--- config.mk ---
export PLATFORM = sky130hd
export DESIGN_NAME = my_univ_reg
export DESIGN_NICKNAME = d
export VERILOG_FILES = /design/src/rtl/my_univ_reg.sv
export SDC_FILE = /design/constraint.sdc
export NUM_CORES = 1
export LEC_CHECK = 0
export CAP_MARGIN = 15
export CORE_MARGIN = 5
export CORE_UTILIZATION = 35
export DETAILED_ROUTE_END_ITERATION = 10
export PLACE_DENSITY_LB_ADDON = 0.15
export SETUP_SLACK_MARGIN = 0.05
export SLEW_MARGIN = 20
export SYNTH_ARGS = -nofsm -noshare
export SYNTH_HDL_FRONTEND = slang
export SYNTH_SLANG_ARGS = --single-unit
--- constraint.sdc ---
create_clock -name clk -period 2.37 [get_ports clk]
set_clock_uncertainty 0.15 [all_clocks]
set_input_delay 0.474 -clock clk [delete_from_list [all_inputs] [get_ports clk]]
set_output_delay 0.474 -clock clk [all_outputs]
set_load 0.01 [all_outputs]
--- src/rtl/my_univ_reg.sv ---
`default_nettype none
// ============================================================================
// Module   : my_univ_reg
// Brief    : WIDTH-bit universal register (load/shift/rotate/inc/dec) with
//            runtime reset value, clock enable and carry/borrow flag.
// Revision : 1.0 - initial release
// ============================================================================
module my_univ_reg #(
    parameter int WIDTH = 8
) (
    input  logic             clk,
    input  logic             reset,
    input  logic             enable,
    input  logic [2:0]       mode,
    input  logic [WIDTH-1:0] in,
    input  logic             sin,
    input  logic [WIDTH-1:0] rval,
    output logic [WIDTH-1:0] out,
    output logic             carry,
    output logic             zero
);

    localparam logic [2:0] c_MODE_HOLD = 3'b000;
    localparam logic [2:0] c_MODE_LOAD = 3'b001;
    localparam logic [2:0] c_MODE_SHL  = 3'b010;
    localparam logic [2:0] c_MODE_SHR  = 3'b011;
    localparam logic [2:0] c_MODE_ROL  = 3'b100;
    localparam logic [2:0] c_MODE_ROR  = 3'b101;
    localparam logic [2:0] c_MODE_INC  = 3'b110;
    localparam logic [2:0] c_MODE_DEC  = 3'b111;
    localparam logic [WIDTH:0] c_ONE   = {{WIDTH{1'b0}}, 1'b1};

    logic [WIDTH-1:0] out_q, out_d;
    logic             carry_q, carry_d;

    // Each candidate is WIDTH+1 bits wide so the bit leaving the register
    // (or the arithmetic carry/borrow) sits in a fixed position; this also
    // keeps the WIDTH=1 case free of zero-width slices.
    logic [WIDTH:0] w_shl, w_shr, w_rol, w_ror, w_sum, w_diff;

    assign w_shl  = {out_q, sin};
    assign w_shr  = {sin, out_q};
    assign w_rol  = {out_q, out_q[WIDTH-1]};
    assign w_ror  = {out_q[0], out_q};
    assign w_sum  = {1'b0, out_q} + c_ONE;
    assign w_diff = {1'b0, out_q} - c_ONE;

    always_comb begin
        out_d   = out_q;
        carry_d = carry_q;
        if (enable) begin
            case (mode)
                c_MODE_HOLD: begin
                    out_d   = out_q;
                    carry_d = carry_q;
                end
                c_MODE_LOAD: begin
                    out_d   = in;
                    carry_d = 1'b0;
                end
                c_MODE_SHL: begin
                    out_d   = w_shl[WIDTH-1:0];
                    carry_d = w_shl[WIDTH];
                end
                c_MODE_SHR: begin
                    out_d   = w_shr[WIDTH:1];
                    carry_d = w_shr[0];
                end
                c_MODE_ROL: begin
                    out_d   = w_rol[WIDTH-1:0];
                    carry_d = w_rol[WIDTH];
                end
                c_MODE_ROR: begin
                    out_d   = w_ror[WIDTH:1];
                    carry_d = w_ror[0];
                end
                c_MODE_INC: begin
                    out_d   = w_sum[WIDTH-1:0];
                    carry_d = w_sum[WIDTH];
                end
                c_MODE_DEC: begin
                    out_d   = w_diff[WIDTH-1:0];
                    carry_d = w_diff[WIDTH];
                end
                default: begin
                    out_d   = out_q;
                    carry_d = carry_q;
                end
            endcase
        end
    end

    always_ff @(posedge clk) begin
        if (reset) begin
            out_q   <= rval;
            carry_q <= 1'b0;
        end else begin
            out_q   <= out_d;
            carry_q <= carry_d;
        end
    end

    assign out   = out_q;
    assign carry = carry_q;
    assign zero  = (out_q == '0);

endmodule
`default_nettype wire

After elaboration in Yosys (flattened, before gate mapping)

Cells that the tools add are included.

Bits in writable memories: 0
Bits of input ports: 23
Register bits: 9
Latch bits: 0
Memories: 0
Output and inout bits: 10
Word-level logic and storage cells: 24
Bits in read-only memories: 0

$mul: 0
Reduce and logical (&&, ||, !) cells: 7
Bitwise operators: 1
Shifts and indexed selects: 0
$add $sub $neg: 2
Equal/unequal tests: 8
Magnitude comparators: 0
Div/mod/pow operators: 0
Muxes and demuxes: 4

Operators with widths:

| operator                                                               | count |
|---|---|
| 8-bit case mux with 7 select lines                                     | 1 |
| 8-bit 2-to-1 mux                                                       | 2 |
| 3-bit equality test (second input constant)                            | 4 |
| 8-bit by 1-bit adder with 9-bit output (second input constant)         | 1 |
| 8-bit by 1-bit subtractor with 9-bit output (second input constant)    | 1 |
| 8-bit zero test                                                        | 1 |
| 3-bit by 2-bit equality test with 1-bit output (second input constant) | 2 |
| 1-bit case mux with 5 select lines                                     | 1 |
| 2-bit AND reduction                                                    | 2 |
| 2-bit OR reduction                                                     | 2 |
| 3-bit by 1-bit equality test with 1-bit output (second input constant) | 1 |
| 3-bit zero test                                                        | 1 |
| 2-bit inequality test (second input constant)                          | 1 |
| 2-bit nonzero test                                                     | 1 |
| 1-bit inverter                                                         | 1 |

Depth between registers and ports, before layout

Gate-level depths: netlist of run 1.

Word-level depth: 4
Mapped depth: 6
Mapped depth without buffers: 6

Worst setup path before layout of run 1

No wires, ideal clock.

Path type: register to output
Start point: reg out_q[5], in the netlist out[5]
End point: out zero
Cell stages (with the launch flop): 4
Data arrival time: 1459 ps
Required time: 1746 ps
Path buffers: 1
Path slack: 287 ps
Path through: edfxtp_1 -> buf_6 -> or4_4 -> nor4b_4

Cells in the longest elaborated chain, start to end: 1

Ends and longest elaborated chain:

| what                   | line | RTL |
|---|---|---|
| from (decl)            | 33   | `logic [WIDTH-1:0] out_q, out_d;` |
| from (signal assigned) | 95   | `out_q <= rval;` |
| from (signal assigned) | 98   | `out_q <= out_d;` |
| 8-bit zero test        | 105  | `assign zero = (out_q == '0);` |
| to (decl)              | 20   | `output logic zero` |

No other way between the ends.

Final worst setup path of run 1

Start point: reg out_q[4], in the netlist out[4]
End point: out zero

Same word-level chain as after synthesis.

==> out/summary.txt, run 1 <==
Slew Limit Fails: 0
Setup CP Type: reg -> out
Slew @ Worst Pin: 0.5433 ns
Slew HR: 63.67%
first-pass GRT wire length: 5720 µm
Cell Rows: 21
CTS buffer count: 3
Final ANT Viol Nets: 0
stages on the worst setup path: 3
largest net degree at the start of global routing: 24
met3 wire length: 279 µm
Startpoint Class: flip-flop
Max H-tree Level: 1
fin cells: 230
final wirelength: 3512 µm
via count: 1266
Pwr Density: 407.0 mW/mm²
Crit path largest cell delay: 0.57 ns
Die X: 67.75 µm
Leakage: 0.6233 nW
root buffer cell: clkbuf_4
cell count after placement: 225
WL/cell: 15.27 µm
Post-synth ARST share: 0%
Achievable Freq: 437.8 MHz
Hold Path Stages: 2
Final Power: 661.1 µW
clock buffer depth: 2
Worst EP arrival: 1.66 ns
DRT met1 WL: 1421 µm
synth unique cells: 50
Synth Area per Inst: 8.459 µm²
crit path time final: 2.284 ns
flops & latches, synth: 9
Worst-Skew Late Latency: 0.27 ns
DR iter-0 viols: 94
Syn Inst Count: 138
CP Capture Type: primary output
crit-path cells: or4_4 -> nor4b_4 -> buf_2
CP Max Fanout: 2
Top Ports: 33
share of layout cells above drive strength 1: 17.93%
clk slew on worst S/H paths: 0.08 ns
fin crit share: 96.38%
design area: 0.001624 mm²
unrepaired setup endpoints after global routing: true
final worst slack: 0.08586 ns
number of global-route vias before repair: 1165
Sink Count: 9
maximum VDD drop: 167.7 µV
initial antenna violation count: 0
synth warn: 0
setup violators final: 0
DP HPWL: 2692 µm
highest-delay cell along the critical path: or4_4
setup TNS: 0 ns
Die ar.: 0.004590 mm²
nets: 210
core area: 0.003284 mm²
diode count: 0
synthesized cell area: 0.001167 mm²
DR top layer: met4
outcome: finished clean
drt first pass iters: 4
die extent in y: 67.75 µm
drt drc: 0
syn nets: 163
Post-synth EDFFs: 8
final hold violation count: 0
GR Overflow Total: 0
final core occ: 49.45%
placed instance area: 0.001595 mm²
Initial Utilization: 35.54%
Maximum Capacitance Violations: 0
Synth Flop Type: edfxtp_1
area delta synth->final: 39.12%
family with the most delay on the worst path: simple AND/OR/NAND/NOR gates
gr usage total: 16.58%
register area share after synthesis: 22.29%
GPL Wtd Cong: 0.8116
hold_ws: 0.3760 ns
CTS tree: done
worst hold path type: reg -> reg
IO Port Bufs: 32
WP data required: 1.75 ns
# fillers: 343
worst slack, placed: -0.09855 ns
DR vias/cell: 5.504
WP buf/inv: 1
cells on worst reg2reg path: 5
met2 wire len: 1731 µm
## worst register-to-register path: cells and delay by family, from the launching register on
| kind | cells | cell delay [ns] |
|---|---|---|
| buffers and inverters | 1 | 0.16 |
| AND/OR/NAND/NOR | 1 | 0.57 |
| AO/OA/AOI/OAI | 3 | 0.60 |
| flip-flops | 1 | 0.40 |
## state kept, by name, summed over array words and instances, names as in the netlist
name / flops
carry: 1
out: 8
## cells by family after synthesis
family / count (synthesis) / synth area share [%]
XOR/XNOR: 3 / 2.251
multiplexers: 7 / 6.002
flip-flops: 9 / 22.29
adder cells (fa/ha/maj): 2 / 2.143
buffers and inverters: 21 / 13.51
AO/OA/AOI/OAI: 44 / 26.37
AND/OR/NAND/NOR: 52 / 27.44
## power by group
part           leakage [nW]  internal (mW)  switching [mW]
Sequential           0.0893          0.195          0.0122
Clock                0.0150         0.0652          0.0689
Combinational         0.519          0.165           0.154
## repair_timing
| action | in CTS | in global routing |
|---|---|---|
| gates cloned | 0 | 0 |
| pin swaps | 1 | 0 |
| setup buffers | 1 | 0 |
| hold buffers | 0 | 0 |
| endpoints found under the setup margin | 1 | 1 |
| resized for setup | 4 | 0 |
## placed cells by master (no fill, tap or decap), drive strengths merged, types with 7 or more instances in the layout
master / n
clkdlybuf4s50: 31
buf: 24
o21ai: 10
nand2: 8
inv: 8
edfxtp: 8
nand2b: 7
mux2i: 7
o31ai: 7
## routing by layer
metal	global-route usage, %	vias to the layer above
met1	22.36	571
met5	0	-
met2	26.61	65
met3	1.165	8
met4	7.848	0
li1	-	622
## synthesized netlist by cell type (all sizes together), types with 3 or more instances
cell type	count	area (µm²)
a21oi	6	30.03
nor2	6	22.52
o22ai	3	18.77
clkbuf	7	76.33
or3	3	18.77
mux2i	7	70.07
nand3	6	30.03
nor4b	3	41.29
o21ai	10	50.04
o31ai	7	52.55
edfxtp	8	240.2
nand2	8	30.03
nor3	4	20.02
nand2b	7	43.79
inv	8	30.03
buf	6	51.30
## area by class of cell
cell class / instances / area (µm²) / area share (%)
Clock buffer: 4 / 26.28 / 1.618
Inverter: 8 / 30.03 / 1.849
Multi-Input combinational cell: 108 / 749.5 / 46.15
Sequential cell: 9 / 260.3 / 16.02
Tap cell: 46 / 57.56 / 3.544
Timing Repair Buffer: 55 / 500.5 / 30.82
## worst paths after layout
kind,from,endpoint,slack (ns)
min reg2reg,carry$_SDFFE_PP0P_,carry$_SDFFE_PP0P_,0.38
min,carry$_SDFFE_PP0P_,carry$_SDFFE_PP0P_,0.38
max,out[4]$_DFFE_PP_,zero,0.09
max reg2reg,out[4]$_DFFE_PP_,out[7]$_DFFE_PP_,0.23
No activity file was read; power rests on OpenSTA's default activity.
==> run 2, diff against run 1 <==
--- a/config.mk
+++ b/config.mk
@@ -9,6 +9,7 @@
 export CORE_MARGIN = 5
 export CORE_UTILIZATION = 35
 export DETAILED_ROUTE_END_ITERATION = 10
+export GPL_TIMING_DRIVEN = 0
 export PLACE_DENSITY_LB_ADDON = 0.15
 export SETUP_SLACK_MARGIN = 0.05
 export SLEW_MARGIN = 20
==> run 2 against run 1 <==
Net effect: the run now ends with negative setup slack left; count of clock-buffer cells in the layout decreased by 1; critical endpoint unchanged; total power decreased by 0.41%; wire length decreased by 1.8%; combinational power is 5% lower; register-to-register slack got worse by 0.05 ns; first-iteration DRC count up 11%; sequential power is 5% higher; worst hold slack better by 0.015 ns; clock power is essentially flat.
==> out/summary.txt, run 2 (synthesized netlist as in run 1, its figures left out) <==
Pwr Density: 411.7 mW/mm²
highest-delay cell along the critical path: or4_4
drt drc: 0
Crit path largest cell delay: 0.50 ns
die extent in y: 67.75 µm
unrepaired setup endpoints after global routing: true
first-pass GRT wire length: 5727 µm
Worst EP arrival: 1.77 ns
Setup CP Type: reg -> out
GR Overflow Total: 0
CTS tree: done
final hold violation count: 0
outcome: finished, violations left
IO Port Bufs: 31
RR Startpoint: out[3]$_DFFE_PP_
WL/cell: 15.40 µm
Die ar.: 0.004590 mm²
design area: 0.001599 mm²
Startpoint Class: flip-flop
worst hold path type: reg -> reg
Maximum Capacitance Violations: 0
fin crit share: 100.9%
Die X: 67.75 µm
family with the most delay on the worst path: simple AND/OR/NAND/NOR gates
Worst Setup SP: out[3]$_DFFE_PP_
stages on the worst setup path: 4
clk slew on worst S/H paths: 0.08 ns
Slew @ Worst Pin: 0.5434 ns
WP buf/inv: 2
final core occ: 48.69%
root buffer cell: clkbuf_4
crit-path cells: buf_6 -> or4_4 -> nor4b_4 -> buf_2
nets: 204
Sink Count: 9
failing checks: negative setup slack
reg-to-reg critical path endpoint: out[7]$_DFFE_PP_
Worst-Skew Late Latency: 0.28 ns
DR iter-0 viols: 104
maximum VDD drop: 173.8 µV
Cell Rows: 21
number of global-route vias before repair: 1238
clock buffer depth: 2
Initial Utilization: 35.54%
share of layout cells above drive strength 1: 15.17%
diode count: 0
commonest cells after routing, fill and taps aside: 30 x clkdlybuf4s50_1, 9 x o21ai_0, 8 x nand2_1, 8 x inv_1, 8 x edfxtp_1
gr usage total: 16.62%
Max H-tree Level: 1
Slew Limit Fails: 0
CP Max Fanout: 3
cells on worst reg2reg path: 6
Leakage: 0.6002 nW
worst slack, placed: -0.2531 ns
Achievable Freq: 418.4 MHz
GPL Wtd Cong: 0.8350
drt first pass iters: 4
placed instance area: 0.001535 mm²
Top Ports: 33
core area: 0.003284 mm²
CTS buffer count: 3
DP HPWL: 2514 µm
WP data required: 1.75 ns
final wirelength: 3450 µm
via count: 1258
flop2flop setup slack: 0.18 ns
area delta synth->final: 36.98%
setup violators final: 1
largest net degree at the start of global routing: 11
Final ANT Viol Nets: 0
DR vias/cell: 5.616
most common cell after layout, fill and taps aside: clkdlybuf4s50_1
Slew HR: 63.77%
initial antenna violation count: 0
final worst slack: -0.02016 ns
CP Capture Type: primary output
max reg flops: 8
Critical Path Sink: zero
crit path time final: 2.390 ns
run 2: how the worst min path moves through the flow:
stage / depth (start not counted) / to / slack [ns] / from
floorplan: 2 / carry$_SDFFE_PP0P_ / 0.39 / carry$_SDFFE_PP0P_
global placement: 2 / carry$_SDFFE_PP0P_ / 0.36 / carry$_SDFFE_PP0P_
CTS: 2 / carry$_SDFFE_PP0P_ / 0.39 / carry$_SDFFE_PP0P_
finish: 2 / carry$_SDFFE_PP0P_ / 0.39 / carry$_SDFFE_PP0P_
detailed placement: 2 / carry$_SDFFE_PP0P_ / 0.38 / carry$_SDFFE_PP0P_
global route: 2 / carry$_SDFFE_PP0P_ / 0.43 / carry$_SDFFE_PP0P_
run 2: layout make-up:
type / count / area [µm²]
buffer: 12 / 122.6
multi-input combinational: 108 / 750.7
fill: 336 / 1685
timing repair buffer: 37 / 350.3
clock buffer: 3 / 22.52
tap: 46 / 57.56
inverter: 8 / 30.03
clock inverter: 1 / 5.005
sequential: 9 / 260.3
run 2: report_power, final:
| part | internal (mW) | total (mW) | switching (mW) | leakage, nW |
|---|---|---|---|---|
| Sequential | 0.196 | 0.219 | 0.0231 | 0.0893 |
| Clock | 0.0626 | 0.137 | 0.0745 | 0.0177 |
| Combinational | 0.161 | 0.302 | 0.141 | 0.493 |
run 2: metrics by stage:
step	hold slack [ns]	TNS (ns)	std cells	total power, mW
after floorplan	0.3897	0	138	0.3975
after global placement	0.3601	-0.5656	215	0.5100
after detailed placement	0.3796	-0.6434	215	0.5119
after CTS	0.3919	-0.02468	223	0.6532
after global routing	0.4280	-0.06015	224	0.6944
final	0.3906	-0.02016	224	0.6584
run 2: layer usage:
metal	up-vias	wire length (µm)	track usage (%)
met1	598	1489	21.38
met4	0	55	8.101
met3	5	211	2.163
met5	-	0	0
li1	605	-	-
met2	50	1693	27.10
run 2: timing repair:
item,in CTS,in global routing
resized for setup,4,3
endpoints found under the setup margin,1,3
buffers inserted,4,2
pin swaps,2,2
hold buffers,0,0
run 2: worst min-delay path, delay by kind of cell, from the launching register on:
kind | cells | cell delay, ns
AOI/OAI and AO/OA | 1 | 0.10
buffers and inverters | 1 | 0.06
DFF | 1 | 0.32
==> run 3, diff against run 2 <==
--- a/config.mk
+++ b/config.mk
@@ -5,6 +5,7 @@
 export SDC_FILE = /design/constraint.sdc
 export NUM_CORES = 1
 export LEC_CHECK = 0
+export ABC_CLOCK_PERIOD_IN_PS = 2370
 export CAP_MARGIN = 15
 export CORE_MARGIN = 5
 export CORE_UTILIZATION = 35
==> results of run 3 <==
Final layout, timing and power as in run 2 (identical DEF).
